$ cat src/rtl/huff_stream_front.sv
// huff_stream_front
//
// Bit-stream front end for the Huffman decode path. MSB-aligned code words
// of up to WORD_W bits (with a per-word valid length) are accepted through a
// valid/ready handshake and held in a small word FIFO. A serialiser shifts
// them out at one bit per cycle into a prefix decoder that emits 4-bit symbols
// through an output register with backpressure.
//
// Prefix code (first bit on the left):
//   0ab    -> symbol ab        (0..3)
//   10ab   -> symbol 4 + ab    (4..7)
//   11abc  -> symbol 8 + abc   (8..15)
// Codes may span word boundaries and FIFO-empty gaps.
//
// Handshakes: a transfer happens on a rising clk edge where valid and ready
// are both high. Valid, once raised, is held with stable data until the
// transfer; ready may change freely and does not depend on valid.
//
// Ports:
//   clk, rst     clock; asynchronous active-high reset
//   in_data      code bits, first bit in in_data[WORD_W-1]
//   in_len       valid bits in in_data (clamped to WORD_W)
//   in_valid     input word present
//   in_ready     FIFO can accept a word (low while rst is high)
//   out_sym      decoded symbol
//   out_valid    out_sym valid
//   out_ready    consumer accepts the symbol
//   fifo_level   words held in the FIFO, 0..FIFO_DEPTH
//   busy         any word, bit, partial code or symbol still in flight
//   sym_count    symbols delivered, wraps at 16 bits
//                (only with HUFF_FRONT_STATS_EN defined)
//
// Optional feature macro: HUFF_FRONT_STATS_EN adds the sym_count port.

module huff_stream_front #(
  parameter int WORD_W     = 32,
  parameter int FIFO_DEPTH = 4,
  localparam int LEN_W     = $clog2(WORD_W + 1)
) (
  input  logic              clk,
  input  logic              rst,
  input  logic [WORD_W-1:0] in_data,
  input  logic [LEN_W-1:0]  in_len,
  input  logic              in_valid,
  output logic              in_ready,
  output logic [3:0]        out_sym,
  output logic              out_valid,
  input  logic              out_ready,
  output logic [LEN_W-1:0]  fifo_level,
  output logic              busy
`ifdef HUFF_FRONT_STATS_EN
  ,
  output logic [15:0]       sym_count
`endif
);

  localparam int PTR_W = (FIFO_DEPTH > 1) ? $clog2(FIFO_DEPTH) : 1;
  localparam logic [LEN_W-1:0] FULL_LVL = LEN_W'(FIFO_DEPTH);
  localparam logic [LEN_W-1:0] WORD_LEN = LEN_W'(WORD_W);

  // ---------------------------------------------------------------------------
  // Word FIFO
  // ---------------------------------------------------------------------------
  logic [WORD_W-1:0] mem_data [FIFO_DEPTH];
  logic [LEN_W-1:0]  mem_len  [FIFO_DEPTH];
  logic [PTR_W-1:0]  wr_ptr;
  logic [PTR_W-1:0]  rd_ptr;
  logic [LEN_W-1:0]  level;
  logic [LEN_W-1:0]  len_clamped;
  logic              push;
  logic              pop;

  // Serialiser and decoder state (declared here, used by the FIFO pop logic)
  logic [WORD_W-1:0] sr_data;
  logic [LEN_W-1:0]  sr_cnt;
  logic              consume;
  logic              last_bit;

  assign len_clamped = (in_len > WORD_LEN) ? WORD_LEN : in_len;
  assign in_ready    = !rst && (level != FULL_LVL);
  assign push        = in_valid && in_ready;
  // The head is taken either when the serialiser is empty or at the edge
  // where its final bit goes out, so consecutive words have no bubble. A
  // zero-length head is simply loaded as an empty serialiser.
  assign pop         = (level != '0) && ((sr_cnt == '0) || last_bit);

  always_ff @(posedge clk) begin
    if (push) begin
      mem_data[wr_ptr] <= in_data;
      mem_len[wr_ptr]  <= len_clamped;
    end
  end

  always_ff @(posedge clk or posedge rst) begin
    if (rst) begin
      wr_ptr <= '0;
      rd_ptr <= '0;
      level  <= '0;
    end else begin
      if (push) wr_ptr <= wr_ptr + 1'b1;
      if (pop)  rd_ptr <= rd_ptr + 1'b1;
      case ({push, pop})
        2'b10:   level <= level + 1'b1;
        2'b01:   level <= level - 1'b1;
        default: level <= level;
      endcase
    end
  end

  assign fifo_level = level;

  // ---------------------------------------------------------------------------
  // Serialiser: current bit is always sr_data[WORD_W-1]
  // ---------------------------------------------------------------------------
  assign consume  = (sr_cnt != '0) && (!out_valid || out_ready);
  assign last_bit = consume && (sr_cnt == LEN_W'(1));

  always_ff @(posedge clk or posedge rst) begin
    if (rst) begin
      sr_data <= '0;
      sr_cnt  <= '0;
    end else if (pop) begin
      sr_data <= mem_data[rd_ptr];
      sr_cnt  <= mem_len[rd_ptr];
    end else if (consume) begin
      sr_data <= {sr_data[WORD_W-2:0], 1'b0};
      sr_cnt  <= sr_cnt - 1'b1;
    end
  end

  // ---------------------------------------------------------------------------
  // Prefix decoder
  // Only four bits ever need to be stored: the fifth bit of an 11abc code is
  // the one arriving this cycle, so completion is judged on acc_shift.
  // ---------------------------------------------------------------------------
  logic [3:0] acc;
  logic [2:0] acc_cnt;
  logic [4:0] acc_shift;
  logic [2:0] cnt_inc;
  logic       code_done;
  logic [3:0] dec_sym;

  always_comb begin
    acc_shift = {acc, sr_data[WORD_W-1]};
    cnt_inc   = acc_cnt + 3'd1;
    code_done = 1'b0;
    dec_sym   = 4'd0;
    if (consume) begin
      case (cnt_inc)
        3'd3: if (!acc_shift[2]) begin
          code_done = 1'b1;
          dec_sym   = {2'b00, acc_shift[1:0]};
        end
        3'd4: if (acc_shift[3:2] == 2'b10) begin
          code_done = 1'b1;
          dec_sym   = {2'b01, acc_shift[1:0]};
        end
        3'd5: if (acc_shift[4:3] == 2'b11) begin
          code_done = 1'b1;
          dec_sym   = {1'b1, acc_shift[2:0]};
        end
        default: ;
      endcase
    end
  end

  always_ff @(posedge clk or posedge rst) begin
    if (rst) begin
      acc     <= '0;
      acc_cnt <= '0;
    end else if (consume) begin
      if (code_done) begin
        acc     <= '0;
        acc_cnt <= '0;
      end else begin
        acc     <= acc_shift[3:0];
        acc_cnt <= cnt_inc;
      end
    end
  end

  // ---------------------------------------------------------------------------
  // Output register. A completion only happens when the register is free
  // (consume already requires it), so out_sym never changes while stalled.
  // ---------------------------------------------------------------------------
  always_ff @(posedge clk or posedge rst) begin
    if (rst) begin
      out_sym   <= 4'd0;
      out_valid <= 1'b0;
    end else if (code_done) begin
      out_sym   <= dec_sym;
      out_valid <= 1'b1;
    end else if (out_ready) begin
      out_valid <= 1'b0;
    end
  end

  assign busy = (level != '0) || (sr_cnt != '0) || (acc_cnt != 3'd0) || out_valid;

`ifdef HUFF_FRONT_STATS_EN
  always_ff @(posedge clk or posedge rst) begin
    if (rst) begin
      sym_count <= 16'd0;
    end else if (out_valid && out_ready) begin
      sym_count <= sym_count + 16'd1;
    end
  end
`endif

endmodule

$ cat config.mk
export PLATFORM = sky130hd
export DESIGN_NAME = huff_stream_front
export DESIGN_NICKNAME = d
export VERILOG_FILES = /design/src/rtl/huff_stream_front.sv
export SDC_FILE = /design/constraint.sdc
export NUM_CORES = 1
export LEC_CHECK = 0
export BUFFER_PORTS_ARGS = -buffer_cell sky130_fd_sc_hd__buf_2
export CAP_MARGIN = 20
export CELL_PAD_IN_SITES_DETAIL_PLACEMENT = 0
export CELL_PAD_IN_SITES_GLOBAL_PLACEMENT = 1
export CORE_MARGIN = 5
export CORE_UTILIZATION = 46
export CTS_CLUSTER_SIZE = 20
export DETAILED_ROUTE_END_ITERATION = 16
export PLACE_DENSITY = 0.71
export SLEW_MARGIN = 20
export SYNTH_ARGS = -nofsm -noshare
export SYNTH_HDL_FRONTEND = slang
export SYNTH_SLANG_ARGS = --single-unit
$ cat constraint.sdc
create_clock -name clk -period 4.5 [get_ports clk]
set_input_delay 0.225 -clock clk [delete_from_list [all_inputs] [get_ports clk]]
set_output_delay 0.225 -clock clk [all_outputs]
set_load 0.05 [all_outputs]
## Word-level counts from Yosys, hierarchy flattened

Memories as Yosys holds them, arrays and structs flattened.
Cells that the tools add are included.

| word-level totals | value |
|---|---|
| RAM bits | 152 |
| output and inout port bits | 13 |
| input bits | 42 |
| register bits after elaboration | 60 |
| word-level logic and storage cells | 68 |
| memory bits (read-only) | 0 |
| latch bits | 0 |
| memories kept | 2 |

Memories:

| name | depth | width | read ports | clocked after memory_dff | write ports | RTL line | RTL |
|---|---|---|---|---|---|---|---|
| mem_data | 4 | 32 | 1 | 0 | 1 | 64 | `logic [WORD_W-1:0] mem_data [FIFO_DEPTH];` |
| mem_len | 4 | 6 | 1 | 0 | 1 | 65 | `logic [LEN_W-1:0] mem_len [FIFO_DEPTH];` |

| cells by class | value |
|---|---|
| equality and inequality tests | 9 |
| reduce and logical (&&, ||, !) cells | 19 |
| add/sub/neg operators | 6 |
| mux-type cells | 22 |
| div/mod/pow operators | 0 |
| magnitude comparators | 1 |
| multiply operators | 0 |
| shift operators | 0 |
| bitwise logic cells | 0 |

Operator list:

| operator | number |
|---|---|
| 32-bit two-way mux | 2 |
| 6-bit two-way mux | 3 |
| 4-bit two-way mux | 3 |
| 4-bit case mux with 3 select lines | 1 |
| 6-bit case mux with 2 select lines | 1 |
| 6-bit nonzero test | 2 |
| 6-bit by 1-bit subtractor with 6-bit output, second input constant | 2 |
| 1-bit two-way mux | 8 |
| 6-bit by 1-bit adder with 6-bit output, second input constant | 1 |
| 2-bit equality test, second input constant | 3 |
| 3-bit equality test, second input constant | 2 |
| 6-bit by 1-bit equality test with 1-bit output, second input constant | 1 |
| 6-bit greater-than comparator, second input constant | 1 |
| 6-bit zero test | 1 |
| 3-bit two-way mux | 2 |
| 6-bit by 3-bit inequality test with 1-bit output, second input constant | 1 |
| 2-bit nonzero test | 3 |
| 1-bit logical AND | 5 |
| 1-bit logical OR | 5 |
| 2-bit by 1-bit adder with 2-bit output, second input constant | 2 |
| 3-bit by 1-bit adder with 3-bit output, second input constant | 1 |
| 3-bit by 2-bit equality test with 1-bit output, second input constant | 1 |
| 1-bit case mux with 3 select lines | 1 |
| 3-bit nonzero test | 1 |
| 3 further kinds | 4 |

## Longest topological paths before layout

Gate-level depths: netlist (run 1).

| depth | value |
|---|---|
| depth after elaboration | 8 |
| mapped depth | 14 |
| gate-level depth less buffers | 12 |

## Worst setup path after synthesis (run 1)

Ideal clock, no wire load.

| timing | value |
|---|---|
| path type | register to register |
| from | reg level[0], in the netlist fifo_level[0] |
| to | reg level[5], in the netlist fifo_level[5] |
| stages on the path, launching flop included | 11 |
| data required time | 4.356 ns |
| path slack | 0.701 ns |
| path buffers | 0 |
| setup time | 0.144 ns |
| data arrival time | 3.655 ns |
| period minus slack after synthesis | 3.799 ns |
| path through | dfrtp_1 inv_1 a41oi_1 and2_1 inv_1 ha_1 ha_1 a211oi_1 nor4bb_1 a2111o_1 xor2_1 |

| on the way | value |
|---|---|
| longest elaborated chain between the ends | 5 |
| elaborated cells between the ends (all ways) | 11 |
| those cells by class | add/sub (2); eq/ne (3); mux (1); reduce/logical (5) |

Ends and longest elaborated chain:

| what | RTL line | RTL |
|---|---|---|
| start, declared | 68 | `logic [LEN_W-1:0] level;` |
| start signal, assigned | 103 | `2'b10: level <= level + 1'b1;` |
| start signal, assigned | 104 | `2'b01: level <= level - 1'b1;` |
| start signal, assigned | 105 | `default: level <= level;` |
| 6-bit by 3-bit inequality test with 1-bit output * | 80 | `assign in_ready = !rst && (level != FULL_LVL);` |
| 1-bit logical AND * | 80 |  |
| net in_ready | 45 | `output logic in_ready,` |
| 1-bit logical AND * | 81 | `assign push = in_valid && in_ready;` |
| 2-bit by 1-bit equality test with 1-bit output or 2-bit equality test (tied branches) | 102 | `case ({push, pop})` |
| 6-bit case mux with 2 select lines or 2-bit nonzero test (tied branches) | -- |  |

The timed path passes the listed nets; every way through them passes the cells marked *.
A chain may end at the register's enable or synchronous reset.

## Worst setup path after layout (run 1)

| timing | value |
|---|---|
| from | reg sr_cnt[0] |
| to | reg level[5], in the netlist fifo_level[5] |

| on the way | value |
|---|---|
| longest elaborated chain between the ends | 7 |
| elaborated cells between the ends (all ways) | 11 |
| those cells by class | eq/ne (3); mux (1); reduce/logical (7) |

Ends and longest elaborated chain:

| what | RTL line | RTL |
|---|---|---|
| start, declared | 75 | `logic [LEN_W-1:0] sr_cnt;` |
| start signal, assigned | 124 | `sr_cnt <= mem_len[rd_ptr];` |
| start signal, assigned | 127 | `sr_cnt <= sr_cnt - 1'b1;` |
| 6-bit nonzero test | 115 | `assign consume = (sr_cnt != '0) && (!out_valid \|\| out_ready);` |
| 1-bit logical AND | 115 |  |
| 1-bit logical AND | 116 | `assign last_bit = consume && (sr_cnt == LEN_W'(1));` |
| 1-bit logical OR * | 85 | `assign pop = (level != '0) && ((sr_cnt == '0) \|\| last_bit);` |
| 1-bit logical AND * | 85 |  |
| 2-bit by 1-bit equality test with 1-bit output or 2-bit equality test (tied branches) | 102 |  |
| 6-bit case mux with 2 select lines or 2-bit nonzero test (tied branches) | -- |  |

Every way passes the cells marked *; elsewhere a longest branch is shown, timed or not.

==> results of run 1 <==
## logic make-up after synthesis
family                   after synthesis
multiplexers                          80
XOR/XNOR                               9
flip-flops                           212
buffers and inverters                 47
AO/OA/AOI/OAI                         65
AND/OR/NAND/NOR                       83
adder cells (fa/ha/maj)               17
## flip-flops by register name (all words and copies together) (netlist names)
signal,cells
rd_ptr,2
mem_len,24
out_valid,1
out_sym,4
acc,4
mem_data,128
sr_cnt,6
sr_data,32
fifo_level,6
acc_cnt,3
wr_ptr,2
## per-layer routing
metal | vias up | routed length (um) | global-route usage, %
met5 | - | 0 | 0
met4 | 0 | 441 | 4.39
met3 | 33 | 598 | 2.65
met2 | 103 | 8150 | 25.6
met1 | 2435 | 7100 | 20.5
li1 | 2231 | - | -
## worst max-delay path by stage
stage	end	slack, ns	cells past startpoint
after floorplan	fifo_level[5]	0.70	10
after global placement	fifo_level[5]	1.31	12
after detailed placement	fifo_level[5]	1.18	12
after CTS	fifo_level[5]	1.16	12
after global routing	fifo_level[5]	0.92	12
final	fifo_level[5]	1.16	12
## metrics by stage
step	std cells	instance area [sq um]	util [%]	setup slack, ns
2_1_floorplan	513	8840	-	0.701
3_3_place_gp	804	9330	49.6	1.31
3_5_place_dp	804	9330	49.6	1.18
4_1_cts	880	10400	55.4	1.16
5_1_grt	881	10500	55.5	0.924
6_report	881	10500	55.5	1.16
## cells in the mapped netlist (2+ instances only)
library cell and count:
a41oi_1 2, clkbuf_1 14, or3_1 3, xor2_1 3, inv_1 15, nand3_1 2, a22o_1 4, and3_1 4
nand4_1 34, buf_6 2, buf_2 9, mux2_2 5, dfrtp_1 60, ha_1 16, mux2_1 3, a21o_1 2
o21a_1 3, mux2i_1 34, mux4_2 38, o31ai_1 2, o21ai_0 8, xnor2_1 6, o21ai_1 18, nor2b_1 9
edfxtp_1 152, nor4_1 3, nor2_1 6, o21ai_2 12, a21oi_1 3, nand2_1 11, a21boi_0 2, buf_1 2
nor4b_1 2
## area by class of cell
| type | instances | area (sq um) |
|---|---|---|
| fillers | 1493 | 8370 |
| flip-flops and latches | 212 | 6070 |
| multi-input cells | 254 | 2550 |
| repair buffers | 97 | 691 |
| clock buffers | 25 | 583 |
| well taps | 260 | 325 |
| clock inverters | 17 | 184 |
| inverters | 16 | 60.1 |
## worst max-delay path, cell delays in order, from the launching register on
cell and delay, ns:
dfrtp_1 0.39, inv_1 0.12, ha_1 0.22, a21o_1 0.12, buf_4 0.36, nand3_1 0.29, inv_2 0.13, ha_1 0.32
ha_1 0.31, a211oi_1 0.31, nor4bb_1 0.10, a2111o_1 0.40, xor2_1 0.14
## power by group
part / leakage (uW) / switching [uW] / total, uW / internal [uW]
clock network: 0.000378 / 727 / 1890 / 1160
logic: 0.00139 / 1060 / 1890 / 836
registers: 0.00215 / 296 / 2790 / 2490
==> out/metrics.yaml, run 1 <==
synth:
  synth.avg_cell_area_sq_um: 17.2
  synthAdderAreaFrac_pct: 2.49
  synth.top_cell.area_share_pct: 51.7
  synth_area_sq_mm: 0.00884
  synthFlopType: "edfxtp_1"
  synthCells: 513
  yosys.cell_types.count: 57
  synth_area_leader_cell: "edfxtp_1"
  seq_area_frac_synth_pct: 68.6
  synth_top_family_by_area: "multiplexers"
  synth_edf_count: 152
  synthArstFlopShare_pct: 28.3
  synth_compound_area_share_pct: 5.18
  synth-xor-area-share_pct: 0.892
  yosysWarnings: 0
  syn-num-nets: 572
  synth-seq-cells: 212
  synthMuxAreaShare_pct: 14.6
  synth_area_leaders: "edfxtp_1 (52%), dfrtp_1 (17%), mux4_2 (9.7%), mux2i_1 (3.9%), nand4_1 (2.4%)"
  synthSimpleGateAreaFrac_pct: 5.56
clock_tree:
  holdBufCountCts: 34
  cts_root_buf: "clkbuf_16"
  cts_resized: 0
  cts_buffer_depth: 3
  clock-sinks: 212
  cts_tree: "yes"
  cts.clk_slew.worst_paths_ns: 0.06
  cts_setup_buffers: 0
  cts_htree_levels: 1
  clock_latency_ns: 0.51
  cts_buffers: 23
global_routing:
  grt_pass1_wl_um: 26800
  grtUsageTotal_pct: 15.2
  antenna_found_initial: 0
  grt_pass1_vias: 5040
  gr-total-overflow: 0
  grt_max_degree: 61
route:
  post_drt_wl_per_cell_um: 18.5
  wl_um: 16300
  ant_nets: 0
  first_pass_iters: 4
  drt_iter0_drc: 291
  vias: 4802
  vias_per_cell: 5.45
  drcViolationCount: 0
die:
  start_util_pct: 46.9
  rows: 50
  dieArea_sq_mm: 0.0221
  die_h_um: 149
  core_sq_mm: 0.0188
  ioPinCount: 55
  die_x_um: 149
worst_setup_path:
  worstPathRequired_ns: 4.88
  startpoint: "sr_cnt[0]"
  r2r_slack_ns: 1.16
  rr_startpoint: "sr_cnt[0]"
  startpoint_type: "flop"
  rr_endpoint: "fifo_level[5]"
  worstRegToRegCells: 12
  end_kind: "flop"
  cp_max_fo: 37
  crit_type: "flop to flop"
  critPathArrivalTime_ns: 3.72
timing:
  fmax_mhz: 300
  holdWs_ns: 0.144
  fin_setup_tns_ns: 0
  skew_ns: 0.0148
  layout_min_cycle_time_ns: 3.34
  rsz0062_at_grt: "no"
  finalHoldViolCount: 0
  final_max_slew_viol_count: 0
  slew_headroom_pct: 28.9
  finalSetupViolations: 0
  fin_crit_sh_pct: 74.2
  max_slew.worst_pin.slew_ns: 1.07
final_layout:
  layout-drive-gt1-share_pct: 26.4
  layout_commonest_cell: "edfxtp_1"
  final_cell_mix: "edfxtp_1 (152), dfrtp_1 (59), buf_2 (54), mux4_2 (38)"
  n_antenna_cell: 0
  area_growth_pct: 18.4
  final_nets: 663
hold_path:
  hold_path.class: "primary input to flop"
  worstHoldStart: "in_len[4]"
  hold_depth: 2
  whs_endpoint: "mem_len[0][4]"
pwr:
  p_leak_uw: 0.00391
  ir_worst_vdd_mv: 0.433
  power.density_mw_per_mm2: 628
  p_total_uw: 6570
placed_design:
  io_buffers: 54
  hpwl_um: 9540
  gp_congestion: 0.775
flow_run:
  cap_viol_max_count: 0
outcome:
  status: "complete, no violations"
Power figures use the tool's default switching activity.
==> inputs of run 2 (changes only) <==
==> constraint.sdc (replaced) <==
create_clock -name clk -period 3.4 [get_ports clk]
set_input_delay 0.17 -clock clk [delete_from_list [all_inputs] [get_ports clk]]
set_output_delay 0.17 -clock clk [all_outputs]
set_load 0.05 [all_outputs]
==> out/metrics.yaml, run 2 (synthesized netlist as in run 1, its figures left out) <==
final_layout:
  stdcell_count: 882  # +0.11%
  largest_reg_flops: 128  # unchanged
  layout-drive-gt1-share_pct: 26.8  # +0.44 points
  area_growth_pct: 17.9
  largest-register: "mem_data"
  n_antenna_cell: 0  # unchanged
  final_cell_mix: "edfxtp_1 (152), dfrtp_1 (59), buf_2 (54), mux4_2 (38)"
  final_nets: 667  # +0.60%
  layout_commonest_cell: "edfxtp_1"
  largest_registers: "mem_data: 128 flops, sr_data: 32 flops, mem_len: 24 flops"
  fillCellCount: 1469  # -1.6%
global_routing:
  grt_pass1_wl_um: 27000  # +0.88%
  gr-usage-met2_pct: 26.4  # +0.82 points
  grt_max_degree: 47  # -23%
  grtUsageTotal_pct: 15.3  # +0.13 points
  gr-total-overflow: 0  # unchanged
  grtUsageMet1_pct: 20.5  # about the same
  gr-max-usage-layer: "met2"
  antenna_found_initial: 0  # unchanged
  grt_pass1_vias: 5163  # +2.4%
  use_met3_pct: 2.80  # +0.15 points
die:
  die_x_um: 149  # unchanged
  start_util_pct: 46.9  # unchanged
  rows: 50  # unchanged
  die_h_um: 149  # unchanged
  core_sq_mm: 0.0188  # unchanged
  ioPinCount: 55  # unchanged
  dieArea_sq_mm: 0.0221  # unchanged
route:
  post_drt_wl_per_cell_um: 18.5  # about the same
  ant_nets: 0  # unchanged
  vias_per_cell: 5.41  # -0.82%
  wl_um: 16300  # +0.12%
  first_pass_iters: 4  # unchanged
  drcViolationCount: 0  # unchanged
  drt_iter0_drc: 184  # -37%
  vias: 4768  # -0.71%
pwr:
  p_leak_uw: 0.00389  # -0.54%
  ir_worst_vdd_mv: 0.474  # +9.4%
  power.density_mw_per_mm2: 808  # +29%
hold_path:
  worstHoldStart: "in_len[0]"
  hold_depth: 2  # unchanged
  whs_endpoint: "mem_len[1][0]"
  hold_path.class: "primary input to flop"
clock_tree:
  cts_buffer_depth: 3  # unchanged
  cts_htree_levels: 1  # unchanged
  cts_resized: 0  # unchanged
  cts_root_buf: "clkbuf_16"
  clock_latency_ns: 0.50  # about the same
  cts_buffers: 22  # -4.3%
  holdBufCountCts: 34  # unchanged
  cts_setup_buffers: 0  # unchanged
  clock-sinks: 212  # unchanged
  cts_tree: "yes"
  cts.clk_slew.worst_paths_ns: 0.06  # about the same
worst_setup_path:
  crit_type: "flop to flop"
  rr_endpoint: "fifo_level[5]"
  worstRegToRegCells: 10  # -2
  startpoint_type: "flop"
  rr_startpoint: "fifo_level[0]"
  worstPathRequired_ns: 3.77  # -1.11 ns
  end_kind: "flop"
  r2r_slack_ns: 0.49  # -0.67 ns
  cp_max_fo: 8  # -78%
  critPathArrivalTime_ns: 3.28  # -0.44 ns
placed_design:
  placedCellCount: 810  # +0.75%
  hpwl_um: 9470  # -0.67%
  gp_congestion: 0.765  # -1.3%
  io_buffers: 54  # unchanged
timing:
  slew_headroom_pct: 44.8  # +16 points
  max_slew.worst_pin.slew_ns: 0.827  # -0.241 ns
  fmax_mhz: 344  # +15%
  final_max_slew_viol_count: 0  # unchanged
  fin_crit_sh_pct: 85.6  # +11 points
  skew_ns: 0.0188  # +0.00396 ns
  fin_setup_tns_ns: 0  # unchanged
  finalSetupViolations: 0  # unchanged
  layout_min_cycle_time_ns: 2.91  # -0.429 ns
  finalHoldViolCount: 0  # unchanged
  rsz0062_at_grt: "no"
outcome:
  status: "complete, no violations"
flow_run:
  cap_viol_max_count: 0  # unchanged
-- run 2: cell types whose count changed in the layout (fill, tap and decap cells not counted), sizes merged --
cell	delta
clkinv	-7
bufinv	-4
inv	-2
buf	+5
clkbuf	+8
clkinvlp	+1
-- run 2: critical path, cell delays in order, from the launching register on --
cell and delay [ns]:
dfrtp_1 0.46, nor4_1 0.31, nand2_1 0.12, nand3_1 0.24
inv_2 0.06, ha_1 0.28, ha_1 0.33, a211oi_1 0.32
nor4bb_1 0.10, a2111o_1 0.40, xor2_1 0.15
-- run 2: cell type report --
type	count	area [sq um]	share of cell area, %
clock buffer	33	642	6.16
clock inverter	5	36.3	0.348
inverter	16	61.3	0.589
multi-input combinational	254	2560	24.5
sequential	212	6070	58.2
tap	260	325	3.12
timing repair buffer	102	728	6.99
-- run 2: how the worst max path moves through the flow --
stage	from	to	slack [ns]
floorplan	fifo_level[0]	fifo_level[5]	0.02
global placement	fifo_level[0]	fifo_level[5]	0.54
detailed placement	fifo_level[0]	fifo_level[5]	0.49
CTS	fifo_level[0]	fifo_level[5]	0.46
global route	sr_cnt[0]	fifo_level[5]	0.29
finish	fifo_level[0]	fifo_level[5]	0.49
-- run 2: per-layer routing --
metal	routed length, um	vias to the layer above
met1	7050	2435
met4	299	0
met5	0	-
li1	-	2223
met2	8320	85
met3	641	25
-- run 2: per-stage QoR --
step           setup WS, ns  area (sq um)  power [uW]  utilization [%]  hold slack [ns]
2_1_floorplan        0.0191          8840        5620                -            0.269
3_3_place_gp          0.543          9400        6210             49.9            0.379
3_5_place_dp          0.485          9400        6280             49.9            0.387
4_1_cts               0.464         10400        8550             55.3           0.0856
5_1_grt               0.289         10400        8930             55.3           0.0953
6_report              0.490         10400        8420             55.3            0.100
-- run 2: report_power, final --
part / switching [uW] / internal [uW]
sequential: 322 / 3300
combinational: 1460 / 1130
clock: 905 / 1300
